===== src/rtl/cordic_multiplier_if.sv =====
// cordic_multiplier_if: start/busy/done handshake and operand/result bus for the CORDIC multiplier.
interface cordic_multiplier_if #(parameter int W = 22);
    logic         start;
    logic [W-1:0] a;
    logic [W-1:0] b;
    logic         busy;
    logic         done;
    logic [W-1:0] p;
    logic         ovf;
    modport master (output start, a, b, input busy, done, p, ovf);
    modport slave  (input start, a, b, output busy, done, p, ovf);
endinterface


===== src/rtl/cordic_multiplier.sv =====
// cordic_multiplier: iterative linear-rotation CORDIC computing p = a*b on signed Q9.12, one step per clock.
// Define CORDIC_MUL_SAT_EN to saturate p on overflow; otherwise p wraps.
module cordic_multiplier #(
    parameter int W        = 22,
    parameter int FRAC     = 12,
    parameter int NEG_ITER = 9,
    parameter int POS_ITER = 12
) (
    input logic clk,
    input logic rst_n,
    cordic_multiplier_if.slave bus
);
    localparam int NITER = NEG_ITER + POS_ITER + 1;
    localparam int AW = W + NEG_ITER + 2;
    localparam int ZW = W + 2;
    localparam int CW = $clog2(NITER + 1);
    localparam logic [CW-1:0] KN = CW'(NEG_ITER);
    localparam logic [CW-1:0] KL = CW'(NITER - 1);
    typedef enum logic [1:0] {IDLE, CALC, DONE} state_t;
    state_t state_q, state_d;
    logic [W-1:0] a_q, a_d, p_q, p_d, p_c;
    logic signed [ZW-1:0] z_q, z_d, z_step;
    logic signed [AW-1:0] acc_q, acc_d, a_ext, t;
    logic [CW-1:0] k_q, k_d;
    logic busy_q, busy_d, done_q, done_d, ovf_q, ovf_d, ovf_c, pos;
    // Step k has weight 2^(NEG_ITER-k); k is the step index so no signed exponent is needed.
    always_comb begin
        a_ext  = {{(AW-W){a_q[W-1]}}, a_q};
        t      = (k_q <= KN) ? (a_ext <<< (KN - k_q)) : (a_ext >>> (k_q - KN));
        z_step = {{(ZW-1){1'b0}}, 1'b1} <<< (KL - k_q);
        pos    = ~z_q[ZW-1];
        ovf_c  = acc_q[AW-1:W-1] != {(AW-W+1){acc_q[W-1]}};
`ifdef CORDIC_MUL_SAT_EN
        p_c    = ovf_c ? (acc_q[AW-1] ? {1'b1, {(W-1){1'b0}}} : {1'b0, {(W-1){1'b1}}}) : acc_q[W-1:0];
`else
        p_c    = acc_q[W-1:0];
`endif
        state_d = state_q;
        a_d     = a_q;
        z_d     = z_q;
        acc_d   = acc_q;
        k_d     = k_q;
        busy_d  = busy_q;
        done_d  = 1'b0;
        p_d     = p_q;
        ovf_d   = ovf_q;
        case (state_q)
            IDLE: if (bus.start) begin
                a_d     = bus.a;
                z_d     = {{(ZW-W){bus.b[W-1]}}, bus.b};
                acc_d   = '0;
                k_d     = '0;
                busy_d  = 1'b1;
                state_d = CALC;
            end
            CALC: begin
                acc_d   = pos ? acc_q + t : acc_q - t;
                z_d     = pos ? z_q - z_step : z_q + z_step;
                k_d     = k_q + CW'(1);
                state_d = (k_q == KL) ? DONE : CALC;
            end
            DONE: begin
                p_d     = p_c;
                ovf_d   = ovf_c;
                done_d  = 1'b1;
                busy_d  = 1'b0;
                state_d = IDLE;
            end
            default: state_d = IDLE;
        endcase
    end
    always_ff @(posedge clk or negedge rst_n) begin
        if (!rst_n) begin
            state_q <= IDLE;
            a_q     <= '0;
            z_q     <= '0;
            acc_q   <= '0;
            k_q     <= '0;
            busy_q  <= 1'b0;
            done_q  <= 1'b0;
            p_q     <= '0;
            ovf_q   <= 1'b0;
        end else begin
            state_q <= state_d;
            a_q     <= a_d;
            z_q     <= z_d;
            acc_q   <= acc_d;
            k_q     <= k_d;
            busy_q  <= busy_d;
            done_q  <= done_d;
            p_q     <= p_d;
            ovf_q   <= ovf_d;
        end
    end
    assign bus.busy = busy_q;
    assign bus.done = done_q;
    assign bus.p    = p_q;
    assign bus.ovf  = ovf_q;
endmodule


===== src/flat_wrapper.sv =====
// flat-port wrapper written by rule: the top's interface ports become plain ports
module cordic_multiplier_flat 
#(
    parameter int W        = 22,
    parameter int FRAC     = 12,
    parameter int NEG_ITER = 9,
    parameter int POS_ITER = 12
)
  (clk, rst_n, bus_start, bus_a, bus_b, bus_busy, bus_done, bus_p, bus_ovf);
  cordic_multiplier_if #(.W(W)) bus_i ();
  input logic clk;
  input logic rst_n;
  input wire logic [$bits(bus_i.start)-1:0] bus_start;
  input wire logic [$bits(bus_i.a)-1:0] bus_a;
  input wire logic [$bits(bus_i.b)-1:0] bus_b;
  output wire logic [$bits(bus_i.busy)-1:0] bus_busy;
  output wire logic [$bits(bus_i.done)-1:0] bus_done;
  output wire logic [$bits(bus_i.p)-1:0] bus_p;
  output wire logic [$bits(bus_i.ovf)-1:0] bus_ovf;
  assign bus_i.start = bus_start;
  assign bus_i.a = bus_a;
  assign bus_i.b = bus_b;
  assign bus_busy = bus_i.busy;
  assign bus_done = bus_i.done;
  assign bus_p = bus_i.p;
  assign bus_ovf = bus_i.ovf;
  cordic_multiplier #(.W(W), .FRAC(FRAC), .NEG_ITER(NEG_ITER), .POS_ITER(POS_ITER)) u_core (.clk(clk), .rst_n(rst_n), .bus(bus_i));
endmodule

===== config.mk =====
export PLATFORM = sky130hd
export DESIGN_NAME = cordic_multiplier_flat
export DESIGN_NICKNAME = d
export VERILOG_FILES = /design/src/rtl/cordic_multiplier_if.sv /design/src/rtl/cordic_multiplier.sv /design/src/flat_wrapper.sv
export SDC_FILE = /design/constraint.sdc
export NUM_CORES = 1
export LEC_CHECK = 0
export ABC_CLOCK_PERIOD_IN_PS = 12300
export BUFFER_PORTS_ARGS = -buffer_cell sky130_fd_sc_hd__buf_2
export CORE_MARGIN = 1
export CORE_UTILIZATION = 65
export DETAILED_ROUTE_END_ITERATION = 16
export PLACE_DENSITY = 0.88
export SLEW_MARGIN = 40
export SYNTH_ARGS = -nofsm -noshare
export SYNTH_HDL_FRONTEND = slang
export SYNTH_SLANG_ARGS = --single-unit

===== constraint.sdc =====
create_clock -name clk -period 12.3 [get_ports clk]
set_input_delay 2.46 -clock clk [delete_from_list [all_inputs] [get_ports clk]]
set_output_delay 2.46 -clock clk [all_outputs]
set_load 0.02 [all_outputs]

==> results.cfg <==
[setup_path]
worstPathArrival_ns = 8.35
crit_type = flop to flop
crit_path_end_kind = flop
cp_slowest_cell = nor4bb_1
cp_num_buf_inv = 3
startpoint_type = flop
slowest_delay_ns = 0.64
path_delay_family = simple AND/OR/NAND/NOR gates
reg2reg_depth = 26
cp_data_required_time_ns = 12.59
worst-path-max-fanout = 65
rrSetupSlack_ns = 4.24
cp.depth = 26

[sta]
final.setup_skew_ns = 0.0102
worst_pin_slew_ns = 0.820
fin_crit_ns = 8.06
drv_slew = 0
finalSetupViolations = 0
setup_tns_ns = 0
finalHoldViolCount = 0
clock.fmax_mhz = 124
finalCritPeriodShare = 0.655
rsz0062_at_grt = false
slew_headroom = 0.448

[global_routing]
first_global_vias = 10100
use_met3 = 0.0636
grt_antenna_before_repair = 0
grt_max_degree = 66
busiest_layer = met2
grt_use_met1 = 0.495
grt_pass1_wl_um = 52500
grt_use_total = 0.354
use_met2 = 0.541
grt-ovfl-total = 0

[synth]
syn_inst = 1379
synth_ff_type = dfrtp_1
synth_area_sq_um = 11900
synth_top_cell_area_share = 0.233
synth_nets = 1495
synth_edf_count = 0
yosys.area.top_type = dfrtp_1
async_flop_share = 1.00
yosysUniqueCellTypes = 90
synth_warnings = 0
synth_area_leaders = dfrtp_1 23%, mux4_2 8.3%, ha_1 7.0%, mux2_2 5.6%, a21oi_1 4.9%
synth-seq-area-share = 0.233
ys_ff_latch = 111
synth_area_per_cell_sq_um = 8.66

[min_path]
hold_class = flop to flop
hold-path-cell-count = 2

[detailed_routing]
vias = 11200
firstDrtPassIters = 6
post-route-drc-count = 0
dr.first_iter.drc_count = 1228
postRouteAntennaNets = 0
routed_wirelength_um = 32600
routedWlPerCell_um = 20.1
vias_per_cell = 6.92

[clock_tree]
h-tree-depth = 3
cts_root_buf = clkbuf_16
tritoncts = done
post_cts.repair.setup_buffers = 0
clkLatencyLatePin_ns = 0.37
clockBufferDepth = 2
clk_pin_slew_ns = 0.08
clkSinkCount = 111
holdBufCountCts = 0
ctsResizeCount = 0
numCtsBuffers = 9

[place]
hpwl_um = 23700
place.gp.congestion = 0.960
port_buffers = 71

[die]
initial_utilization = 0.665
die_w_um = 138
row_count = 49
io_pins = 72
dieArea_sq_um = 18900
die_height_um = 138
fp.coreArea_sq_um = 18000

[job]
cap_violations = 0

[cells_and_area]
multiInputGateArea_sq_um = 8580
areaGrowthSynthToFinish_pct = 5.42
final_nets = 1507
regArea_sq_um = 2780
antenna_cells = 0
final_util = 0.701
fillers = 1403
drive_above_1_share = 0.175

[status]
status = complete, no violations
## per-stage QoR
step	cell area, sq um	std cells	hold WS [ns]	worst slack [ns]
6_report	12600	1625	0.471	4.24
5_1_grt	12600	1625	0.516	3.54
4_1_cts	12600	1625	0.478	4.35
3_5_place_dp	12300	1609	0.460	4.49
3_3_place_gp	12300	1609	0.455	4.73
2_1_floorplan	11900	1379	0.450	5.62
## sequential cells by signal (all words and copies together), names as in the netlist, 2 cells and up
name and flops:
u_core.acc_q 33, u_core.k_q 5, u_core.a_q 22, u_core.bus.p 22, u_core.state_q 2, u_core.z_q 24
## cell type report
class	count	share of cell area
flip-flops and latches	111	0.221
multi-input cells	1143	0.682
clock inverters	6	0.00398
repair buffers	92	0.0413
inverters	34	0.0101
well taps	229	0.0228
clock buffers	10	0.0190
## synthesized netlist by cell type (all sizes together), types with 15 or more instances
library cell,n
mux4,44
a22o,17
nor2,98
nand2b,15
ha,67
a21oi,117
xor2,40
mux2i,37
nand3,32
inv,33
o21ai,100
xnor2,52
nand2,136
mux2,60
clkbuf,57
o22ai,24
nor3,25
dfrtp,111
buf,34
a21o,24
## path summary, 6_finish.rpt
kind,endpoint,startpoint
worst max-delay path,u_core.acc_q[32]$_DFFE_PN0P_,u_core.k_q[0]$_DFFE_PN0P_
worst min-delay path,u_core.bus.busy$_DFFE_PN0P_,u_core.bus.busy$_DFFE_PN0P_
worst max register to register,u_core.acc_q[32]$_DFFE_PN0P_,u_core.k_q[0]$_DFFE_PN0P_
worst min register to register,u_core.bus.busy$_DFFE_PN0P_,u_core.bus.busy$_DFFE_PN0P_
max in group asynchronous,u_core.z_q[3]$_DFFE_PN0P_,rst_n
min in group asynchronous,u_core.bus.p[7]$_DFFE_PN0P_,rst_n
## layout by cell type (no fill, tap or decap), types with 13 or more instances in the layout
| cell type | instances |
|---|---|
| xor2_1 | 40 |
| o22a_1 | 13 |
| ha_1 | 67 |
| mux2_2 | 59 |
| nor2_1 | 96 |
| o211ai_1 | 13 |
| buf_2 | 70 |
| a22o_1 | 17 |
| inv_1 | 32 |
| mux2i_1 | 37 |
| mux4_2 | 44 |
| a31oi_1 | 13 |
| o22ai_1 | 24 |
| nand2b_1 | 15 |
| o21ai_0 | 98 |
| nand3_1 | 30 |
| buf_4 | 21 |
| and2_1 | 14 |
| and3_1 | 14 |
| nor3_1 | 25 |
| nor2b_1 | 13 |
| a21o_1 | 23 |
| nand2_1 | 135 |
| xnor2_1 | 51 |
| a21oi_1 | 117 |
| dfrtp_1 | 109 |
## tightest hold or removal path, stage by stage (launching register included)
cell and delay, ns:
dfrtp_1 0.34, nand2_1 0.05, nand2_1 0.05
## routing by layer
metal | vias up | wire length (um)
met1 | 5266 | 13700
met3 | 103 | 3370
met2 | 680 | 14400
li1 | 5193 | -
met4 | 0 | 1070
met5 | - | 0
## cell families (layout without fill, tap and decap cells)
family                     Yosys count  count (layout)  synth area share
AOI/OAI and AO/OA                  438             438             0.242
and+or+nand+nor                    403             403             0.162
muxes                              141             141             0.171
buffers and inverters              125             142            0.0517
DFF                                111             111             0.233
xor gates and xnor gates            92              92            0.0675
adders and majority gates           69              69            0.0736
Power is left out: the tool's default activity adds up to more than one toggle a clock period on the data nets, which glitch-free logic cannot reach.
